--- src/rtl/mux_word_scanner.sv ---
// Register bank plus select-sequence generator feeding a 16:1 word mux.
// Optional registered read port enabled by MUX_WORD_SCANNER_RDPORT_EN.
module mux_word_scanner #(
    parameter int WIDTH   = 16,
    parameter int DWELL_W = 8
) (
    input  logic                  clk,
    input  logic                  res,
    input  logic                  wr_en,
    input  logic [3:0]            wr_addr,
    input  logic [WIDTH-1:0]      wr_data,
    output logic [16*WIDTH-1:0]   words_out,
    input  logic                  start,
    input  logic                  stop,
    input  logic                  mode,
    input  logic [3:0]            first,
    input  logic [3:0]            last,
    input  logic [DWELL_W-1:0]    dwell,
    output logic [3:0]            sel,
    output logic                  sel_strobe,
    output logic                  busy,
`ifdef MUX_WORD_SCANNER_RDPORT_EN
    input  logic [3:0]            rd_addr,
    output logic [WIDTH-1:0]      rd_data,
`endif
    output logic                  done
);

    typedef enum logic {IDLE, HOLD} state_t;

    state_t               state_q, state_d;
    logic [3:0]           sel_q, sel_d;
    logic                 strobe_q, strobe_d;
    logic                 done_q, done_d;
    logic [DWELL_W-1:0]   cnt_q, cnt_d;
    logic                 mode_q, mode_d;
    logic [3:0]           first_q, first_d;
    logic [3:0]           last_q, last_d;
    logic [DWELL_W-1:0]   dwell_q, dwell_d;
    logic [WIDTH-1:0]     bank_q [16];
    logic [WIDTH-1:0]     bank_d [16];

    always_comb begin
        state_d  = state_q;
        sel_d    = sel_q;
        strobe_d = 1'b0;
        done_d   = 1'b0;
        cnt_d    = cnt_q;
        mode_d   = mode_q;
        first_d  = first_q;
        last_d   = last_q;
        dwell_d  = dwell_q;
        bank_d   = bank_q;
        if (wr_en) bank_d[wr_addr] = wr_data;

        case (state_q)
            IDLE: begin
                if (start && !stop) begin
                    mode_d   = mode;
                    first_d  = first;
                    last_d   = last;
                    dwell_d  = dwell;
                    sel_d    = first;
                    cnt_d    = dwell;
                    strobe_d = 1'b1;
                    state_d  = HOLD;
                end
            end
            HOLD: begin
                // stop beats every advance/complete decision below
                if (stop) begin
                    state_d = IDLE;
                end else if (cnt_q != '0) begin
                    cnt_d = cnt_q - DWELL_W'(1);
                end else if (sel_q != last_q) begin
                    sel_d    = sel_q + 4'd1;
                    cnt_d    = dwell_q;
                    strobe_d = 1'b1;
                end else if (!mode_q) begin
                    done_d  = 1'b1;
                    state_d = IDLE;
                end else begin
                    sel_d    = first_q;
                    cnt_d    = dwell_q;
                    strobe_d = 1'b1;
                end
            end
            default: state_d = IDLE;
        endcase
    end

    always_ff @(posedge clk or posedge res) begin
        if (res) begin
            state_q  <= IDLE;
            sel_q    <= '0;
            strobe_q <= 1'b0;
            done_q   <= 1'b0;
            cnt_q    <= '0;
            mode_q   <= 1'b0;
            first_q  <= '0;
            last_q   <= '0;
            dwell_q  <= '0;
            for (int i = 0; i < 16; i++) bank_q[i] <= '0;
        end else begin
            state_q  <= state_d;
            sel_q    <= sel_d;
            strobe_q <= strobe_d;
            done_q   <= done_d;
            cnt_q    <= cnt_d;
            mode_q   <= mode_d;
            first_q  <= first_d;
            last_q   <= last_d;
            dwell_q  <= dwell_d;
            bank_q   <= bank_d;
        end
    end

    for (genvar i = 0; i < 16; i++) begin : g_words
        assign words_out[WIDTH*i +: WIDTH] = bank_q[i];
    end

`ifdef MUX_WORD_SCANNER_RDPORT_EN
    logic [WIDTH-1:0] rd_data_q, rd_data_d;

    // Reads the pre-write bank so a colliding write returns old data.
    always_comb rd_data_d = bank_q[rd_addr];

    always_ff @(posedge clk or posedge res) begin
        if (res) rd_data_q <= '0;
        else     rd_data_q <= rd_data_d;
    end

    assign rd_data = rd_data_q;
`endif

    assign sel        = sel_q;
    assign sel_strobe = strobe_q;
    assign done       = done_q;
    assign busy       = (state_q == HOLD);

endmodule

--- config.mk ---
export PLATFORM = sky130hd
export DESIGN_NAME = mux_word_scanner
export DESIGN_NICKNAME = d
export VERILOG_FILES = /design/src/rtl/mux_word_scanner.sv
export SDC_FILE = /design/constraint.sdc
export NUM_CORES = 1
export LEC_CHECK = 0
export CAP_MARGIN = 20
export CORE_ASPECT_RATIO = 1.75
export CORE_MARGIN = 3
export CORE_UTILIZATION = 40
export CTS_CLUSTER_SIZE = 20
export DETAILED_ROUTE_END_ITERATION = 10
export PLACE_DENSITY = 0.74
export SLEW_MARGIN = 25
export SYNTH_ARGS = -nofsm -noshare
export SYNTH_HDL_FRONTEND = slang
export SYNTH_SLANG_ARGS = --single-unit
--- constraint.sdc ---
create_clock -name clk -period 12.45 [get_ports clk]
set_input_delay 2.49 -clock clk [delete_from_list [all_inputs] [get_ports clk]]
set_output_delay 2.49 -clock clk [all_outputs]
set_load 0.1 [all_outputs]
* Yosys cells after proc, flatten, opt, wreduce, memory -nomap -nowiden
Cells that the tools add are included.
** Cells by class
- $add $sub $neg :: 2
- $mul :: 0
- Div/mod/pow operators :: 0
- $lt $le $gt $ge :: 2
- Eq/ne operators :: 6
- Shift-type cells :: 0
- Multiplexer cells :: 29
- Bitwise gates (word level) :: 2
- Reductions and logical operators :: 7
** Operators with widths (number)
- bitwise mux 256 bit :: 1
- demux 16 bit (select 4 bit) :: 1
- 2-to-1 mux 8 bit :: 5
- 2-to-1 mux 4 bit :: 5
- 2-to-1 mux 16 bit :: 1
- case mux 8 bit (2 select lines) :: 1
- 2-to-1 mux 1 bit :: 12
- case mux 4 bit (2 select lines) :: 1
- nonzero test 8 bit :: 1
- subtractor 8 x 1 -> 8 bit (second input constant) :: 1
- != test 2 bit (second input constant) :: 3
- >= comparator 5 bit (second input constant) :: 1
- < comparator 5 x 1 -> 1 bit (second input constant) :: 1
- NOT 4 -> 5 bit :: 1
- adder 4 x 1 -> 4 bit (second input constant) :: 1
- != test 4 x 1 -> 1 bit (second input constant) :: 1
- != test 4 bit :: 1
- case mux 1 bit (2 select lines) :: 2
- AND reduction 4 bit :: 1
- != test 3 x 1 -> 1 bit (second input constant) :: 1
- AND reduction 3 bit :: 1
- logical AND 1 bit :: 2
- AND reduction 2 bit :: 1
- zero test 1 bit :: 1
- NOT 1 bit :: 1
** Word-level totals
- Register bits :: 288
- Latch bits :: 0
- Memory bits (writable) :: 0
- Memory bits (read-only) :: 0
- Bits of input ports :: 42
- Output and inout bits :: 263
- Word-level logic and storage cells :: 73
- Memories :: 0

* Logic depth before layout (Yosys ltp)
Gate-level depths: netlist of the first run.
- Depth after elaboration :: 6
- Gate-level depth with buffers :: 7

* Least setup slack after synthesis of the first run
Ideal clock, no wire load.
- Path type :: input to register
- From :: in wr_addr[0]
- To :: reg bank_q (netlist bit words_out[160])
- Arrival :: 4.118 ns
- Data required time :: 12.325 ns
- Path slack :: 8.206 ns
- Stages :: 5
- Path buffers :: 2
- Path through :: clkbuf_1 -> nand2b_1 -> nor3_1 -> clkbuf_1 -> mux2_2
** Between the ends
- Cells in the longest elaborated chain, start to end :: 6
- Elaborated cells between the ends (all ways) :: 7
- Classes of those cells :: 2 x order compare; 3 x mux; 1 x bitwise; 1 x reduce/logical
** Ends and longest elaborated chain
- from (decl) :: RTL line 10 : input logic [3:0] wr_addr,
- NOT 4 -> 5 bit (implied by the code) * :: RTL line 54 : if (wr_en) bank_d[wr_addr] = wr_data;
- >= comparator 5 bit (implied by the code) / < comparator 5 x 1 -> 1 bit (equally long branches) :: RTL line 54
- logical AND 1 bit (implied by the code) :: RTL line 54
- 2-to-1 mux 16 bit (implied by the code) :: RTL line 54
- demux 16 bit (select 4 bit) * :: RTL line 54
- bitwise mux 256 bit * :: RTL line 54
- to (signal assigned) :: RTL line 114 : bank_q <= bank_d;
- to (decl) :: RTL line 40 : logic [WIDTH-1:0] bank_q [16];
Every way passes the cells marked *; elsewhere a longest branch is shown, timed or not.
A chain may end at the register's enable or synchronous reset.

* Worst setup path after layout of the first run
- From :: reg state_q (netlist: busy)
- To :: out busy
** RTL lines
- from (decl) :: RTL line 31 : state_t state_q, state_d;
- from (signal assigned) :: RTL line 105 : state_q <= state_d;
- to (decl) :: RTL line 21 : output logic busy,
No word-level cell between the ends.

==> results.toml, run 1 <==
[finish]
multi_input_area_um2 = 3910
drive_gt1_frac = 0.329
antenna_cells = 0
ff_latch_area_um2 = 7210
layout_common_cells = "304 x clkdlybuf4s50_1, 288 x dfrtp_1, 274 x mux2_2"
fin_nets = 1074
final_cells = 1421
area_growth_pct = 38.7
final_common_cell = "clkdlybuf4s50_1"
fillerInstances = 2274

[place]
io_buffers = 304
dp_hpwl_um = 21800
placed_cells = 1369
dp_slack_ns = 7.48
gp_congestion = 0.798

[critical_path]
worstSetupStartpointType = "register"
endpoint_kind = "output pin"
cp_cell_sequence = "clkdlybuf4s50_1"
rr_worst_depth = 5
rr_startpoint = "cnt_q[3]$_DFFE_PP0P_"
worst_ep_arrival_time_ns = 2.82
critPathSlowestCell = "clkdlybuf4s50_1"
r2r_end = "cnt_q[4]$_DFFE_PP0P_"
cp_num_buf_inv = 1
worstPathRequired_ns = 9.96
cp_top_family = "buffers and inverters"
worst-setup-path-type = "register to output pin"
cp_max_fo = 30
crit_cells = 1
slowest_delay_ns = 1.30
r2r_slack_ns = 9.93

[synthesis]
yosys_register_bits = 288
synth-async-reset-ratio = 1.00
synth_edf_count = 0
syn_area_um2 = 11300
seq_area_frac_synth = 0.636
synth_cells = 734
synth_fp_nets = 778
synth_flop_cell = "dfrtp_1"
yosys_warnings = 0
post_synth.cell_area_avg_um2 = 15.4
ys_types = 46

[clock_network]
cts.path.max_buffers = 3
clk_latency_ns = 0.54
clkTransAtPathRegs_ns = 0.06
cts-root-buf = "clkbuf_16"
cts-buffers-inserted = 28
post_cts_buffers = 0
tritoncts = "yes"
cts.sinks = 288
cts_hold_repair.buffers = 0
cts_max_level = 1
cts_resized = 0

[routing]
wl_um = 31200
antenna_left = 0
drcViolationCount = 0
drt_iter0_markers = 292
drt_first_pass_iters = 6
viasPerCell = 5.06
via_count = 7195
routedWlPerCell_um = 22.0

[power_and_ir_drop]
p_leak_nw = 6.74
p_per_area_nw_per_um2 = 284
finalPower_mw = 4.47
vdd.ir_drop.worst_mv = 0.194

[timing]
fin_skew_ns = 0.00412
max_freq_mhz = 188
period_share = 0.426
rsz0062_at_grt = "false"
setup_viol = 0
period_needed_ns = 5.31
worst_pin_slew_ns = 1.08
tns_ns = 0
relSlewSlack = 0.276
hold_viol_final = 0
fin_ws_ns = 7.14
slew_violations = 0

[global_routing]
grt_pass1_wl_um = 48100
groute.usage.overall = 0.205
gr-total-overflow = 0
grt_pass1_vias = 7728
grt_max_degree = 157
antenna_found_initial = 0

[hold_path]
hp-start = "dwell_q[4]$_DFFE_PP0P_"
min_path_cells = 2
hp-class = "register to register"
min_to = "dwell_q[4]$_DFFE_PP0P_"

[floorplan]
core.rowCount = 80
initial_utilization = 0.410
fp.dieW_um = 133
fp.coreArea_um2 = 27600
ios = 305
die_area_um2 = 30400
die_h_um = 229

[status]
status = "complete, no violations"

[job]
drv_cap = 0
[sequential cells by signal, indices dropped and copies added (netlist names)]
| name | count |
|---|---|
| words_out | 256 |
| cnt_q | 8 |
| dwell_q | 8 |
| first_q | 4 |
| last_q | 4 |
| sel | 4 |
| busy | 1 |
| done | 1 |
| mode_q | 1 |
| sel_strobe | 1 |
[cell type report]
cell class	count	area share
Clock inverter	13	0.00932
Multi-Input combinational cell	389	0.249
Sequential cell	288	0.459
Inverter	11	0.00311
Tap cell	369	0.0294
Clock buffer	39	0.0518
Timing Repair Buffer	312	0.198
[per-layer routing]
metal	up-vias	global-route usage	wire length [µm]
li1	3186	-	-
met1	3721	0.232	11600
met2	235	0.370	16400
met3	53	0.0546	2130
met4	0	0.0740	1010
met5	-	0	0
[worst max path at each step]
| stage | endpoint | slack, ns | startpoint |
|---|---|---|---|
| floorplan | busy$_DFF_PP0_ | 2.01 | res |
| global placement | words_out[117]$_DFFE_PP0P_ | 7.56 | wr_en |
| detailed placement | words_out[84]$_DFFE_PP0P_ | 7.48 | wr_en |
| CTS | busy | 7.11 | busy$_DFF_PP0_ |
| global route | busy | 7.03 | busy$_DFF_PP0_ |
| finish | busy | 7.14 | busy$_DFF_PP0_ |
[cell usage after synthesis (all sizes together), types with 3 or more instances]
| master | count | area [µm²] |
|---|---|---|
| nor2b | 3 | 18.8 |
| nor2 | 12 | 45.0 |
| o211ai | 3 | 22.5 |
| nor3 | 7 | 35.0 |
| inv | 11 | 41.3 |
| nand3 | 6 | 30.0 |
| nand2b | 5 | 31.3 |
| mux2i | 5 | 50.1 |
| o21ai | 6 | 30.0 |
| dfrtp | 288 | 7210 |
| nand2 | 13 | 48.8 |
| buf | 3 | 20.0 |
| xor2 | 4 | 35.0 |
| clkbuf | 43 | 161 |
| xnor2 | 6 | 52.6 |
| mux2 | 278 | 3150 |
| nand4 | 3 | 25.0 |
| a21oi | 12 | 71.3 |
[kinds of logic (layout without fill, tap and decap cells)]
family | after synthesis | count (layout) | synth area share
compound gates | 29 | 29 | 0.0179
xor+xnor | 10 | 10 | 0.00773
fa+ha+maj | 2 | 2 | 0.00221
buf+inv | 57 | 375 | 0.0197
flops | 288 | 288 | 0.636
mux | 283 | 283 | 0.282
simple gates | 65 | 65 | 0.0340
[power breakdown]
part	switching [mW]	leakage, nW	internal (mW)
Clock	0.355	0.477	0.518
Combinational	1.77	2.74	0.536
Sequential	0.133	3.52	1.16
Total	2.26	6.74	2.21
[per-stage QoR]
step	cell area (µm²)	utilization	hold slack (ns)
after floorplan	11300	-	0.450
after global placement	14700	0.534	0.465
after detailed placement	14700	0.534	0.480
after CTS	15700	0.568	0.492
after global routing	15700	0.568	0.515
final	15700	0.568	0.490
No activity file was read; power rests on OpenSTA's default activity.
==> run 2, diff against run 1 <==
==> constraint.sdc (replaced) <==
create_clock -name clk -period 5 [get_ports clk]
set_input_delay 1 -clock clk [delete_from_list [all_inputs] [get_ports clk]]
set_output_delay 1 -clock clk [all_outputs]
set_load 0.1 [all_outputs]
==> run 2 against run 1 <==
Register-to-register slack got worse by 7.5 ns. Sequential power increased by 150%. Total power increased by 150%. Global-route usage decreased by 0.082 points. Cell area decreased by 0.16%. Critical endpoint unchanged. Setup slack got worse by 5.9 ns. Largest power group unchanged.
==> results.toml, run 2 (synthesis gave the netlist of run 1 again) <==
[status]
status = "complete, no violations"

[hold_path]
min_to = "dwell_q[2]$_DFFE_PP0P_"
min_path_cells = 2
hp-class = "register to register"
hp-start = "dwell_q[2]$_DFFE_PP0P_"

[clock_network]
cts.sinks = 288
clkTransAtPathRegs_ns = 0.06
cts-root-buf = "clkbuf_16"
clk_latency_ns = 0.53
cts_hold_repair.buffers = 0
cts_max_level = 1
tritoncts = "yes"
cts.path.max_buffers = 3
post_cts_buffers = 0
cts-buffers-inserted = 26
cts_resized = 0

[timing]
rsz0062_at_grt = "false"
setup_viol = 0
fin_ws_ns = 1.21
period_share = 0.757
slew_violations = 0
hold_viol_final = 0
max_freq_mhz = 264
worst_pin_slew_ns = 1.08
tns_ns = 0
relSlewSlack = 0.278
period_needed_ns = 3.79
fin_skew_ns = 0.00576
whs_ns = 0.498

[critical_path]
cp_num_buf_inv = 1
rr_startpoint = "cnt_q[3]$_DFFE_PP0P_"
worst-setup-path-type = "register to output pin"
r2r_slack_ns = 2.47
cp_cell_sequence = "clkdlybuf4s50_1"
rr_worst_depth = 5
critPathSlowestCell = "clkdlybuf4s50_1"
cp_max_fo = 30
slowest_delay_ns = 1.29
worstPathRequired_ns = 4.00
worst_ep_arrival_time_ns = 2.79
cp_top_family = "buffers and inverters"
r2r_end = "cnt_q[6]$_DFFE_PP0P_"
endpoint_kind = "output pin"
worstSetupStartpointType = "register"

[floorplan]
initial_utilization = 0.410
core.rowCount = 80
die_h_um = 229
fp.coreArea_um2 = 27600
die_area_um2 = 30400
fp.dieW_um = 133
ios = 305

[routing]
drcViolationCount = 0
viasPerCell = 5.06
routedWlPerCell_um = 22.3
met3_length_um = 1980
top_layer = "met4"
via_count = 7190
antenna_left = 0
drt_first_pass_iters = 4
met2_length_um = 17200
drt_iter0_markers = 314
wl_um = 31600
met1Wirelength_um = 11700

[finish]
final_common_cell = "clkdlybuf4s50_1"
fin_nets = 1077
layout_common_cells = "304 x clkdlybuf4s50_1, 288 x dfrtp_1, 274 x mux2_2"
area_growth_pct = 38.4
final_core_util = 0.568
fin_area_um2 = 15700
antenna_cells = 0
final_cells = 1420
largest_register_ffs = 256
drive_gt1_frac = 0.331

[place]
dp_slack_ns = 1.56
gp_congestion = 0.785
placed_cells = 1374
io_buffers = 304
dp_hpwl_um = 22600
place_area_um2 = 14800

[power_and_ir_drop]
clkPwrFrac = 0.183
p_int_mw = 5.39
sw_frac_of_total = 0.509
power_frac_seq = 0.293
p_sw_mw = 5.59
p_leak_nw = 6.73
vdd.ir_drop.worst_mv = 0.494
power.share.combinational = 0.524
finalPower_mw = 11.0
p_per_area_nw_per_um2 = 700

[global_routing]
grt_pass1_wl_um = 48000
gr-total-overflow = 0
antenna_found_initial = 0
grt_max_degree = 78
grt_pass1_vias = 7669
groute.usage.overall = 0.205

[job]
drv_cap = 0
==> run 2: cell types whose count changed in the layout (fill, tap and decap cells not counted), sizes merged <==
cell      previous run  this run
buf                  8        13
bufinv               3         1
clkinv               9         5
clkinvlp             1         2
inv                 11        10
==> run 2: worst max-delay path by stage <==
stage | start | to | slack [ns] | cells after the start
6_report | busy$_DFF_PP0_ | busy | 1.21 | 1
3_5_place_dp | wr_en | words_out[122]$_DFFE_PP0P_ | 1.56 | 4
3_3_place_gp | wr_en | words_out[112]$_DFFE_PP0P_ | 1.62 | 4
5_1_grt | busy$_DFF_PP0_ | busy | 1.07 | 1
2_1_floorplan | res | busy$_DFF_PP0_ | 0.18 | 1
4_1_cts | busy$_DFF_PP0_ | busy | 1.19 | 1
==> run 2: power groups by stage <==
stage / combinational [mW] / sequential, mW / clock (mW)
finish: 5.74 / 3.21 / 2.01
global route: 5.88 / 3.29 / 2.17
CTS: 5.78 / 3.22 / 2.07
detailed placement: 5.77 / 3.25 / 0
global placement: 5.74 / 3.23 / 0
floorplan: 0.730 / 6.88 / 0
==> run 2: area by class of cell <==
cell class,count,area [µm²]
clock inverters,7,62.6
repair buffers,317,3180
clock buffers,39,811
flip-flops and latches,288,7210
multi-input cells,389,3910
fillers,2301,11900
well taps,369,462
inverters,11,45.0
==> run 2: metal layers <==
| layer | vias to the layer above | global-route usage |
|---|---|---|
| met5 | - | 0 |
| met4 | 0 | 0.0553 |
| met3 | 47 | 0.0491 |
| met2 | 231 | 0.379 |
| met1 | 3740 | 0.233 |
| li1 | 3172 | - |
==> run 2: worst reg2reg max path, stage by stage, from the launching register on <==
cell and delay, ns:
dfrtp_1 0.43, or4_4 0.56, or4b_4 0.62, nor4_4 0.33, a21oi_4 0.14, mux2_4 0.33
